===== config.mk =====
export PLATFORM = sky130hd
export DESIGN_NAME = cpu_bus_port
export DESIGN_NICKNAME = d
export VERILOG_FILES = /design/src/rtl/cpu_bus_port.sv
export SDC_FILE = /design/constraint.sdc
export NUM_CORES = 1
export LEC_CHECK = 0
export CAP_MARGIN = 0
export CORE_ASPECT_RATIO = 0.6
export CORE_MARGIN = 2
export CORE_UTILIZATION = 48
export CTS_BUF_LIST = sky130_fd_sc_hd__clkbuf_8
export CTS_CLUSTER_DIAMETER = 60
export DETAILED_ROUTE_END_ITERATION = 8
export PLACE_DENSITY = 0.83
export SLEW_MARGIN = 15
export SYNTH_ARGS = -nofsm -noshare
export SYNTH_HDL_FRONTEND = slang
export SYNTH_SLANG_ARGS = --single-unit
export TNS_END_PERCENT = 20

===== constraint.sdc =====
create_clock -name clk -period 1.95 [get_ports clk]
set_input_delay 0.39 -clock clk [delete_from_list [all_inputs] [get_ports clk]]
set_output_delay 0.39 -clock clk [all_outputs]
set_load 0.02 [all_outputs]

===== src/rtl/cpu_bus_port.sv =====
// CPU-side endpoint of the 8-bit bus handshake.
// Turns core load/store requests into CPUsent/CPUreceived strobes with timeout.
module cpu_bus_port #(
  parameter int unsigned TIMEOUT = 16
) (
  input  logic       clk,
  input  logic       rst_n,
  input  logic       wr_req,
  input  logic [7:0] wr_data,
  input  logic       rd_req,
  output logic [7:0] rd_data,
  output logic       rd_valid,
  output logic       done,
  output logic       err,
  output logic       busy,
  output logic [7:0] BusInput,
  output logic       CPUsent,
  output logic       CPUreceived,
  input  logic [7:0] BusData,
  input  logic       Busreceived,
  input  logic       Bussent
);

  typedef enum logic [2:0] {
    IDLE    = 3'd0,
    WR_SEND = 3'd1,
    WR_ACK  = 3'd2,
    WR_REL  = 3'd3,
    RD_WAIT = 3'd4
  } state_e;

  localparam logic [7:0] CntLast = 8'(TIMEOUT - 1);

  state_e     state_q, state_d;
  logic [7:0] cnt_q, cnt_d;
  logic       tmo;
  logic       waiting;

  logic [7:0] bus_in_q, bus_in_d;
  logic [7:0] rd_data_q, rd_data_d;
  logic       sent_q, sent_d;
  logic       recv_q, recv_d;
  logic       rdv_q, rdv_d;
  logic       done_q, done_d;
  logic       err_q, err_d;
  logic       busy_q, busy_d;

  // The TIMEOUT-th waiting edge without a response aborts.
  assign tmo = (cnt_q == CntLast);
  assign waiting = (state_q == WR_ACK) || (state_q == WR_REL) ||
                   (state_q == RD_WAIT);

  always_ff @(posedge clk) begin
    if (!rst_n) begin
      state_q <= IDLE;
      cnt_q   <= '0;
    end else begin
      state_q <= state_d;
      cnt_q   <= cnt_d;
    end
  end

  always_comb begin
    state_d = state_q;
    unique case (state_q)
      IDLE: begin
        if (wr_req)      state_d = WR_SEND;
        else if (rd_req) state_d = RD_WAIT;
      end
      WR_SEND: state_d = WR_ACK;
      WR_ACK: begin
        if (Busreceived) state_d = WR_REL;
        else if (tmo)    state_d = IDLE;
      end
      WR_REL: begin
        if (!Busreceived || tmo) state_d = IDLE;
      end
      RD_WAIT: begin
        if (Bussent || tmo) state_d = IDLE;
      end
      default: state_d = IDLE;
    endcase
    cnt_d = '0;
    if (waiting && state_d == state_q) cnt_d = cnt_q + 8'd1;
  end

  always_comb begin
    bus_in_d  = bus_in_q;
    rd_data_d = rd_data_q;
    sent_d    = sent_q;
    recv_d    = recv_q;
    rdv_d     = 1'b0;
    done_d    = 1'b0;
    err_d     = 1'b0;
    busy_d    = (state_d != IDLE);
    unique case (state_q)
      IDLE: begin
        if (wr_req) begin
          bus_in_d = wr_data;
          sent_d   = 1'b1;
        end else if (rd_req) begin
          recv_d = 1'b0;
        end
      end
      WR_SEND: sent_d = 1'b0;
      WR_ACK: begin
        if (!Busreceived && tmo) begin
          err_d  = 1'b1;
          sent_d = 1'b0;
          recv_d = 1'b1;
        end
      end
      WR_REL: begin
        if (!Busreceived) begin
          done_d = 1'b1;
        end else if (tmo) begin
          err_d  = 1'b1;
          sent_d = 1'b0;
          recv_d = 1'b1;
        end
      end
      RD_WAIT: begin
        if (Bussent) begin
          rd_data_d = BusData;
          rdv_d     = 1'b1;
          recv_d    = 1'b1;
        end else if (tmo) begin
          err_d  = 1'b1;
          sent_d = 1'b0;
          recv_d = 1'b1;
        end
      end
      default: ;
    endcase
  end

  always_ff @(posedge clk) begin
    if (!rst_n) begin
      bus_in_q  <= '0;
      rd_data_q <= '0;
      sent_q    <= 1'b0;
      recv_q    <= 1'b1;
      rdv_q     <= 1'b0;
      done_q    <= 1'b0;
      err_q     <= 1'b0;
      busy_q    <= 1'b0;
    end else begin
      bus_in_q  <= bus_in_d;
      rd_data_q <= rd_data_d;
      sent_q    <= sent_d;
      recv_q    <= recv_d;
      rdv_q     <= rdv_d;
      done_q    <= done_d;
      err_q     <= err_d;
      busy_q    <= busy_d;
    end
  end

  assign BusInput    = bus_in_q;
  assign rd_data     = rd_data_q;
  assign CPUsent     = sent_q;
  assign CPUreceived = recv_q;
  assign rd_valid    = rdv_q;
  assign done        = done_q;
  assign err         = err_q;
  assign busy        = busy_q;

endmodule


==> results by group, run 1 <==
Route
  • Post-DRT Antenna Nets: 0
  • Detailed-route via count: 1,322
  • DR iter-0 viols: 104
  • Wire per inst: 13.6 microns
  • Number of vias per cell: 5.12
  • First-pass iteration count of the detailed router: 4
  • Routed wire length: 3.50 mm
  • DR DRC count: 0

CTS
  • Worst-Skew Late Latency: 0.28 ns
  • Sink Count: 33
  • CTS tree: done
  • Clk buf depth: 2
  • Clk slew on worst S/H paths: 0.07 ns
  • CTS-repair resized insts: 0
  • Clk root buf: clkbuf_8
  • Hold-fix buffers, CTS: 0
  • Total CTS buffers: 5
  • H-tree depth: 2
  • Post-CTS setup buffer count: 0

Worst setup path
  • CP Launch Point: Bussent
  • Critical path arrival: 2.04 ns
  • Top delay family on crit path: simple AND/OR/NAND/NOR gates
  • Crit Path Max Fanout: 8
  • Worst Setup End Kind: flip-flop
  • CP Buf/Inv Count: 1
  • Setup crit start kind: input port
  • CP peak stage delay: 0.60 ns
  • R2R depth: 4
  • Worst reg2reg endpoint: cnt_q[3]
  • CP Depth: 5
  • Critical path class: in2reg
  • R2R Path Start: state_q[2]
  • Worst setup path end: cnt_q[3]
  • Crit path cell chain: clkdlybuf4s50_1 -> or4b_4 -> a21oi_4 -> o221ai_4 -> nor3_2
  • Slowest library cell on the worst path: or4b_4
  • WP data required: 2.15 ns
  • Register-to-register setup slack: 0.21 ns

STA
  • Tmin final: 1.84 ns
  • Final Hold Viols: 0
  • Worst Tran Pin Value: 0.490 ns
  • Unrepaired setup endpoints after global routing: false
  • Fmax: 543 MHz
  • Final setup vio count: 0
  • Clk_skew: 0.00354 ns
  • Final setup margin: 0.108 ns
  • Count of final max-slew check failures: 0
  • Slew margin rel.: 67.3%
  • Final worst path period share: 94.5%

Placement
  • Placed Area: 1910 sq um
  • PortBufs: 43
  • RD Place Congestion: 0.823
  • DP Worst Slack: -0.158 ns
  • DP HPWL: 2.62 mm
  • Cells after DPL: 250

Floorplanning
  • Die span in x: 74.2 microns
  • Initial Utilization: 50.1%
  • Full die area: 3420 sq um
  • Std-Cell Rows: 15
  • Core area: 2830 sq um
  • # IOs: 44
  • Die height: 46.1 microns

Synthesis
  • Post-synthesis sequential area ratio: 46.6%
  • Most common flop cell mapped by yosys: dfxtp_1
  • Synth Area in Simple Gates: 27.4%
  • Synth warn: 0
  • Synth Area in Compound Gates: 16.6%
  • Post-synth top area cell: dfxtp_1
  • Adder-Cell Fraction of Synth Area: 0.882%
  • Synth Area per Inst: 8.45 sq um
  • Post-synth top area share: 46.6%
  • Async S/R FF share, synth: 0%
  • Largest family of logic cells by synthesized area: simple AND/OR/NAND/NOR gates
  • Synthesized area: 1420 sq um
  • Synthesized instance count: 168
  • Top post-synthesis cells by area: dfxtp_1 47%, nand2_1 10%, a21oi_1 6.7%
  • Netlist cell types: 34
  • Post-synthesis xor/xnor area fraction: 3.70%
  • Synthesized Nets: 191
  • Synth Register Bits: 33
  • Mux contribution to synthesized area: 0.705%
  • Post-synth EDFFs: 0

Final layout
  • Final nets: 238
  • Area Growth Syn to Fin: 41.5%
  • Post-route cell area: 2010 sq um
  • Fin cells: 258
  • Multi-input gate area: 699 sq um
  • Layout fillers: 207
  • Ant diodes: 0
  • Commonest non-fill, non-tap cell in the layout: clkdlybuf4s50_1
  • Share of cells above drive strength 1: 10.2%
  • Most frequent cells in the layout: 43 x clkdlybuf4s50_1, 39 x nand2_1, 33 x dfxtp_1
  • Reg area: 661 sq um

Power and ir drop
  • VDD IR max: 485 uV
  • Switching pwr: 0.401 mW
  • Clock network power share: 35.9%
  • Pwr Total: 1.56 mW
  • Pwr Density: 775 nW/um^2
  • Logic pwr share: 17.2%
  • Leakage: 0.709 nW
  • Sequential group share of total power: 46.9%
  • Sw Share: 25.7%
  • Pint: 1.16 mW

Global route
  • All-Layer GR Usage: 21.6%
  • Largest net degree at the start of global routing: 16
  • Antenna violations before repair: 0
  • GR Overflow Total: 0
  • First-pass GRT wire length: 5.47 mm
  • Number of global-route vias before repair: 1,186

Worst hold path
  • Hold Crit Class: reg2reg
  • Hold Path Origin: BusInput[0]

Job
  • Max-Cap Viols: 0

Outcome
  • Status: finished, final reports clean
metal layers:
layer	global-route usage [%]	share of wire, %
met4	6.91	0.89
met3	5.25	6.3
met2	36.3	47
met5	0	0
met1	28.0	45
flip-flops by register name, indices dropped and copies added, names as in the netlist:
signal	count
err	1
rd_data	8
CPUreceived	1
busy	1
done	1
rd_valid	1
BusInput	8
CPUsent	1
state_q	3
cnt_q	8
final cells by class:
| cell class | instances | share of cell area, % |
|---|---|---|
| flip-flops and latches | 33 | 32.9 |
| well taps | 42 | 2.62 |
| clock inverters | 1 | 0.249 |
| repair buffers | 49 | 23.7 |
| clock buffers | 7 | 4.80 |
| multi-input cells | 121 | 34.8 |
| inverters | 5 | 0.935 |
cell families (layout without fill, tap and decap cells):
logic type / after synthesis / count (layout)
xor+xnor: 6 / 6
fa+ha+maj: 1 / 1
mux: 1 / 1
simple gates: 79 / 79
buf+inv: 14 / 62
compound gates: 34 / 34
flops: 33 / 33
cells in the mapped netlist (all sizes together) (3+ instances only):
cell type / number
o21ai: 4
inv: 5
buf: 5
dfxtp: 33
nor4: 3
nor2: 14
a21oi: 20
nor2b: 3
xnor2: 4
nand2: 39
nor3: 8
nand2b: 4
clkbuf: 4
worst reg2reg max path: stages (launching register included):
cell and delay (ns):
dfxtp_1 0.53, or4b_4 0.56, a21oi_4 0.17, o221ai_4 0.19
nor3_2 0.21
power groups by stage:
stage / Combinational [mW] / Clock [mW] / Sequential, mW
3_5_place_dp: 0.265 / 0 / 0.744
3_3_place_gp: 0.260 / 0 / 0.741
6_report: 0.267 / 0.560 / 0.730
4_1_cts: 0.267 / 0.570 / 0.730
2_1_floorplan: 0.120 / 0 / 0.765
5_1_grt: 0.289 / 0.605 / 0.733
worst min path at each step:
stage,to,slack (ns),cells past startpoint
finish,BusInput[0],0.46,2
global route,BusInput[0],0.48,2
CTS,BusInput[0],0.46,2
detailed placement,BusInput[0],0.45,2
global placement,cnt_q[0],0.44,1
floorplan,cnt_q[0],0.43,1
metrics by stage:
step	TNS, ns	hold slack [ns]	utilization, %
2_1_floorplan	0	0.433	-
3_3_place_gp	-0.126	0.441	67.3
3_5_place_dp	-0.705	0.449	67.3
4_1_cts	0	0.458	70.9
5_1_grt	0	0.484	70.9
6_report	0	0.458	70.9
Power figures use the tool's default switching activity.
==> run 2, diff against run 1 <==
--- a/config.mk
+++ b/config.mk
@@ -10,7 +10,6 @@
 export CORE_MARGIN = 2
 export CORE_UTILIZATION = 48
 export CTS_BUF_LIST = sky130_fd_sc_hd__clkbuf_8
-export CTS_CLUSTER_DIAMETER = 60
 export DETAILED_ROUTE_END_ITERATION = 8
 export PLACE_DENSITY = 0.83
 export SLEW_MARGIN = 15
==> results of run 2 <==
Same layout as run 1: the final DEF is identical, and so are final timing and power.
